$ cat config.mk
export PLATFORM = sky130hd
export DESIGN_NAME = darkriscv_dbus
export DESIGN_NICKNAME = d
export VERILOG_FILES = /design/src/rtl/darkriscv_dbus_pkg.sv /design/src/rtl/darkriscv_dbus_lane.sv /design/src/rtl/darkriscv_dbus.sv
export SDC_FILE = /design/constraint.sdc
export NUM_CORES = 1
export LEC_CHECK = 0
export CAP_MARGIN = 20
export CORE_ASPECT_RATIO = 0.8
export CORE_MARGIN = 2
export CORE_UTILIZATION = 30
export DETAILED_ROUTE_END_ITERATION = 7
export GPL_TIMING_DRIVEN = 1
export PLACE_DENSITY = 0.68
export SLEW_MARGIN = 20
export SYNTH_ARGS = -nofsm -noshare
export SYNTH_HDL_FRONTEND = slang
export SYNTH_SLANG_ARGS = --single-unit
export TNS_END_PERCENT = 5
$ cat constraint.sdc
create_clock -name CLK -period 4.2 [get_ports CLK]
set_clock_uncertainty 0.05 [all_clocks]
set_input_delay 0.63 -clock CLK [delete_from_list [all_inputs] [get_ports CLK]]
set_output_delay 0.63 -clock CLK [all_outputs]
set_load 0.02 [all_outputs]
$ cat src/rtl/darkriscv_dbus_pkg.sv
// darkriscv_dbus_pkg
//   Shared definitions for the darkriscv data-bus bridge. It holds the FSM
//   state encoding, the one-hot DLEN access-size codes, the default abort
//   timeout and the read data returned on an aborted read.
package darkriscv_dbus_pkg;

  typedef enum logic [1:0] {
    ST_IDLE = 2'd0,
    ST_REQ  = 2'd1,
    ST_RESP = 2'd2
  } state_t;

  localparam logic [2:0] DLEN_BYTE = 3'b001;
  localparam logic [2:0] DLEN_HALF = 3'b010;
  localparam logic [2:0] DLEN_WORD = 3'b100;

  localparam int unsigned TIMEOUT_DEFAULT = 255;

  localparam logic [31:0] ABORT_DATA = 32'hFFFF_FFFF;

endpackage

$ cat src/rtl/darkriscv_dbus_lane.sv
// darkriscv_dbus_lane
//   Combinational lane decoder. It turns the access size and the low
//   address bits into memory byte enables, and flags whether the access is
//   naturally aligned with a one-hot size code.
//   Ports:
//     dlen    in  3  access size, one-hot (byte/half/word)
//     addr_lo in  2  DADDR[1:0]
//     be      out 4  byte enables (only meaningful when legal=1)
//     legal   out 1  size is one-hot and the address is aligned to it
module darkriscv_dbus_lane
  import darkriscv_dbus_pkg::*;
(
  input  logic [2:0] dlen,
  input  logic [1:0] addr_lo,
  output logic [3:0] be,
  output logic       legal
);

  always_comb begin
    be    = 4'b0000;
    legal = 1'b0;
    case (dlen)
      DLEN_WORD: begin
        be    = 4'b1111;
        legal = (addr_lo == 2'b00);
      end
      DLEN_HALF: begin
        be    = addr_lo[1] ? 4'b1100 : 4'b0011;
        legal = ~addr_lo[0];
      end
      DLEN_BYTE: begin
        be    = 4'b0001 << addr_lo;
        legal = 1'b1;
      end
      default: begin
        // Not one-hot: no lanes, illegal.
        be    = 4'b0000;
        legal = 1'b0;
      end
    endcase
  end

endmodule

$ cat src/rtl/darkriscv_dbus.sv
// darkriscv_dbus
//   Bridge between the darkriscv CPU data port and a simple single-cycle-ack
//   memory. Each legal request stalls the CPU, issues one memory strobe from
//   registered copies of the request, and releases the CPU for one RESP
//   cycle once the memory acknowledges or the access times out.
//   Ports:
//     CLK, RES                  clock (rising edge), async active-low reset
//     DADDR/DATAO/DLEN          CPU address, lane-placed write data, size
//     DRD/DWR/DAS               read / write request, address strobe
//     DATAI                     registered read data to the CPU
//     HLT                       CPU stall
//     MEM_ADDR/MEM_WDATA/MEM_BE memory word address, write data, lanes
//     MEM_RE/MEM_WE             memory read / write strobes
//     MEM_RDATA/MEM_ACK         memory read data and single-cycle completion
//     ERR_CLR                   clears the sticky error flag
//     BUS_ERR/ERR_ADDR          sticky error flag, address of latest error
//     dbg_state                 current FSM state, for observation only
//
// Handshake: the CPU offers a request by holding DAS with DRD or DWR; the
// bridge accepts it in the same cycle it is offered while idle, and HLT
// acts as the inverse of ready -- the CPU must keep waiting while HLT=1 and
// may consume DATAI and present its next request once HLT drops. On the
// memory side the strobe is the valid and MEM_ACK the one-cycle completion;
// the strobe stays asserted and stable until MEM_ACK or the timeout.
module darkriscv_dbus
  import darkriscv_dbus_pkg::*;
#(
  parameter int unsigned TIMEOUT = TIMEOUT_DEFAULT
) (
  input  logic        CLK,
  input  logic        RES,
  input  logic [31:0] DADDR,
  input  logic [31:0] DATAO,
  input  logic [2:0]  DLEN,
  input  logic        DRD,
  input  logic        DWR,
  input  logic        DAS,
  output logic [31:0] DATAI,
  output logic        HLT,
  output logic [29:0] MEM_ADDR,
  output logic [31:0] MEM_WDATA,
  output logic [3:0]  MEM_BE,
  output logic        MEM_RE,
  output logic        MEM_WE,
  input  logic [31:0] MEM_RDATA,
  input  logic        MEM_ACK,
  input  logic        ERR_CLR,
  output logic        BUS_ERR,
  output logic [31:0] ERR_ADDR,
  output state_t      dbg_state
);

  localparam logic [7:0] TIMEOUT_CNT = 8'(TIMEOUT);

  state_t      state_q, state_d;
  logic [31:0] addr_q, addr_d;
  logic [3:0]  be_q, be_d;
  logic [31:0] wdata_q, wdata_d;
  logic        rd_q, rd_d;
  logic [7:0]  cnt_q, cnt_d;
  logic [31:0] datai_q, datai_d;
  logic        bus_err_q, bus_err_d;
  logic [31:0] err_addr_q, err_addr_d;

  logic [3:0]  lane_be;
  logic        lane_legal;
  logic        req_any;
  logic        req_ok;
  logic        err_set;
  logic [7:0]  cnt_inc;

  darkriscv_dbus_lane u_lane (
    .dlen    (DLEN),
    .addr_lo (DADDR[1:0]),
    .be      (lane_be),
    .legal   (lane_legal)
  );

  // DAS without a direction is not a request at all; both directions at
  // once is a request, but an illegal one.
  assign req_any = DAS & (DRD | DWR);
  assign req_ok  = req_any & ~(DRD & DWR) & lane_legal;
  assign cnt_inc = cnt_q + 8'd1;

  always_comb begin
    state_d    = state_q;
    addr_d     = addr_q;
    be_d       = be_q;
    wdata_d    = wdata_q;
    rd_d       = rd_q;
    cnt_d      = cnt_q;
    datai_d    = datai_q;
    err_addr_d = err_addr_q;
    err_set    = 1'b0;
    HLT        = 1'b0;
    MEM_RE     = 1'b0;
    MEM_WE     = 1'b0;
    MEM_BE     = 4'b0000;

    case (state_q)
      ST_IDLE: begin
        if (req_ok) begin
          HLT     = 1'b1;
          addr_d  = DADDR;
          be_d    = lane_be;
          wdata_d = DATAO;
          rd_d    = DRD;
          cnt_d   = 8'd0;
          state_d = ST_REQ;
        end else if (req_any) begin
          // Rejected without stalling: the CPU sees zero data and an error.
          datai_d    = 32'h0000_0000;
          err_set    = 1'b1;
          err_addr_d = DADDR;
        end
      end

      ST_REQ: begin
        HLT    = 1'b1;
        MEM_RE = rd_q;
        MEM_WE = ~rd_q;
        MEM_BE = be_q;
        if (MEM_ACK) begin
          // Checked before the timeout so a late ack still completes.
          if (rd_q) begin
            datai_d = MEM_RDATA;
          end
          state_d = ST_RESP;
        end else begin
          cnt_d = cnt_inc;
          if (cnt_inc == TIMEOUT_CNT) begin
            err_set    = 1'b1;
            err_addr_d = addr_q;
            if (rd_q) begin
              datai_d = ABORT_DATA;
            end
            state_d = ST_RESP;
          end
        end
      end

      ST_RESP: begin
        state_d = ST_IDLE;
      end

      default: begin
        state_d = ST_IDLE;
      end
    endcase

    // A new error outranks a clear in the same cycle.
    bus_err_d = err_set | (bus_err_q & ~ERR_CLR);
  end

  always_ff @(posedge CLK or negedge RES) begin
    if (!RES) begin
      state_q    <= ST_IDLE;
      addr_q     <= 32'h0000_0000;
      be_q       <= 4'b0000;
      wdata_q    <= 32'h0000_0000;
      rd_q       <= 1'b0;
      cnt_q      <= 8'd0;
      datai_q    <= 32'h0000_0000;
      bus_err_q  <= 1'b0;
      err_addr_q <= 32'h0000_0000;
    end else begin
      state_q    <= state_d;
      addr_q     <= addr_d;
      be_q       <= be_d;
      wdata_q    <= wdata_d;
      rd_q       <= rd_d;
      cnt_q      <= cnt_d;
      datai_q    <= datai_d;
      bus_err_q  <= bus_err_d;
      err_addr_q <= err_addr_d;
    end
  end

  assign DATAI     = datai_q;
  assign MEM_ADDR  = addr_q[31:2];
  assign MEM_WDATA = wdata_q;
  assign BUS_ERR   = bus_err_q;
  assign ERR_ADDR  = err_addr_q;
  assign dbg_state = state_q;

endmodule

==> metrics.txt <==
crit-path max FO 6; Area contributors post-synth dfrtp_1 55%, mux2_2 15%, mux2_4 6.6%; hpwl dp 11300 um; Final Setup Violations 0; most frequent CP cell clkdlybuf4s50_1; required time of the critical path 3.52 ns; most common cell in the netlist dfrtp_1; Initial Util 0.305; Final Max Tran Viols 0; list of most frequent post-synthesis cells 144 x dfrtp_1, 90 x mux2_2, 50 x o21ai_0, 33 x buf_4, 31 x a2bb2oi_1; Pre-antenna DRT Iters 6; Global Route Usage Sum 0.146; clock tree from TritonCTS yes; global-route wire length before repair 26200 um; TNS Setup 0 ns; fin cells 1004; max_cap viols 0; Seq pwr share 0.370; switch share 0.325; antenna viol nets, final 0; GP Congestion 0.777; Routed WL 16700 um; Clk network pwr share 0.279; critical path class in2out; max_slew headroom 0.480; Post-CTS Hold Buffers 0; CTS Buf Count 17; internal power 3.63 mW; area added between synthesis and finish 46.7%; placed insts 972; layout cells sized above 1 0.236; post-CTS setup buffers 0; I/O Pins 242; Post-synth EDFFs 0; n_diodes 0; full die area 23100 um^2; drt first-iter violations 228; library cells used by synthesis 38; Post-CTS Resized 0; Cell Chain, Critical Path clkdlybuf4s50_1 > inv_2 > or3_1 > a21oi_2 > nand2_1 > a21oi_1 > clkdlybuf4s50_1; Die Y 136 um; die width 169 um; Hold Path Class in2async; element type at the critical path start input pin; Rows 48; clk slew on worst S/H paths 0.06 ns; CP delay by family, top buffers and inverters; Mapped Area 6570 um^2; asr flop ratio synth 1.00; Synth Register Bits 144; CTS sink cnt 144; DRC Markers 0; part of the power in combinational logic 0.351; Tmin final 3.53 ns; worst skew pair latency 0.41 ns; Via density 4.65; Final Util 0.447; Cells after Synth 505; setup ws final 0.671 ns; ys flop type dfrtp_1; measured slew at the worst slew-check pin 0.780 ns; gr ovfl total 0; Synth Warn # 0; Tcrit/Tclk final 0.840; Hold Worst Slack 0.230 ns; vias in the first global route 4832; root buffer cell clkbuf_16; Critical Path Max Stage Delay 0.66 ns; Avg Cell Area, Syn 13.0 um^2; WP data arrival 2.85 ns; post-synthesis sequential area ratio 0.548; post-detailed-route wirelength per cell 16.6 um; Leak 4.03 nW; cell area power density 558 nW/um^2; status finished clean; Max IR drop VDD 0.241 mV; final hold vios 0; initial antenna violation count 0; nets 824; core area 21600 um^2; CTS H-tree lvls 4; IO buf count 241; CP Buf/Inv Count 3; leading area contributor after synthesis dfrtp_1; Max clock buf depth 2; Net Sw Power 1.75 mW; RSZ-0062 raised after global routing false; Critical Path Slowest Stage Cell clkdlybuf4s50_1; Synthesized Nets 613; top cell type's share of synthesized area 0.548; CP endpoint kind primary output; largest net degree at the start of global routing 83; via count 4665; Fmax 0.283 GHz; pre-CTS setup slack 0.673 ns; fillcell total 1999
==> per-stage QoR <==
stage                     total power [mW]  cell area [um^2]
after global routing                  5.66              9640
after floorplan                       3.07              6570
after detailed placement              3.92              9060
after global placement                3.90              9060
final                                 5.38              9640
after CTS                             5.46              9640
==> worst paths after layout <==
kind / startpoint / to / slack (ns) / depth (start not counted)
setup / recovery: DLEN[0] / HLT / 0.67 / 7
hold / removal: RES / BUS_ERR / 0.23 / 1
setup reg to reg: cnt_q[0] / DATAI[21] / 1.74 / 8
hold reg to reg: be_q[0] / be_q[0] / 0.42 / 2
max in group asynchronous: RES / DATAI[22] / 3.04 / 2
min in group CLK: be_q[0] / be_q[0] / 0.42 / 2
==> per-layer routing <==
metal  track usage  part of all wire  wire (um)
met5             0                 0          0
met4        0.0366             0.010        172
met3        0.0591             0.073       1210
met2         0.226              0.46       7670
met1         0.189              0.46       7600
==> cells in the final DEF, fill, tap and decap left out, types with 3 or more instances in the layout <==
master,n
nand3_1,4
clkdlybuf4s50_1,240
inv_6,6
mux2_1,8
clkinvlp_4,3
inv_1,7
nor2_1,12
a2bb2oi_1,31
o21ai_0,50
mux2_4,29
dfrtp_1,143
mux2_2,90
nand2b_1,3
buf_4,9
nand2_1,18
and2_1,5
clkbuf_16,17
a21oi_1,12
==> kinds of logic (layout without fill, tap and decap cells) <==
logic type | after synthesis | after routing | synth area share
simple gates | 55 | 55 | 0.0415
mux | 127 | 127 | 0.234
buf+inv | 68 | 292 | 0.0630
flops | 144 | 144 | 0.548
compound gates | 107 | 107 | 0.106
xor+xnor | 2 | 2 | 0.00267
fa+ha+maj | 2 | 2 | 0.00381
==> cell type report <==
type / instances / area [um^2] / area share
Sequential cell: 144 / 3600 / 0.374
Multi-Input combinational cell: 293 / 2560 / 0.266
Timing Repair Buffer: 252 / 2520 / 0.262
Clock buffer: 17 / 425 / 0.0441
Tap cell: 275 / 344 / 0.0357
Inverter: 8 / 30.0 / 0.00312
Clock inverter: 15 / 150 / 0.0156
==> state kept, by name, summed over array words and instances (netlist names) <==
signal and cells:
rd_q 1, DATAI 32, MEM_WDATA 32, be_q 4
BUS_ERR 1, dbg_state 2, cnt_q 8, addr_q 32
ERR_ADDR 32
==> power by group through the flow <==
stage / sequential, mW / combinational (mW) / clock (mW)
after floorplan: 2.28 / 0.793 / 0
after global placement: 2.00 / 1.90 / 0
after detailed placement: 2.01 / 1.91 / 0
after CTS: 1.99 / 1.91 / 1.55
after global routing: 2.04 / 2.00 / 1.62
final: 1.99 / 1.89 / 1.50
Power figures use the tool's default switching activity.
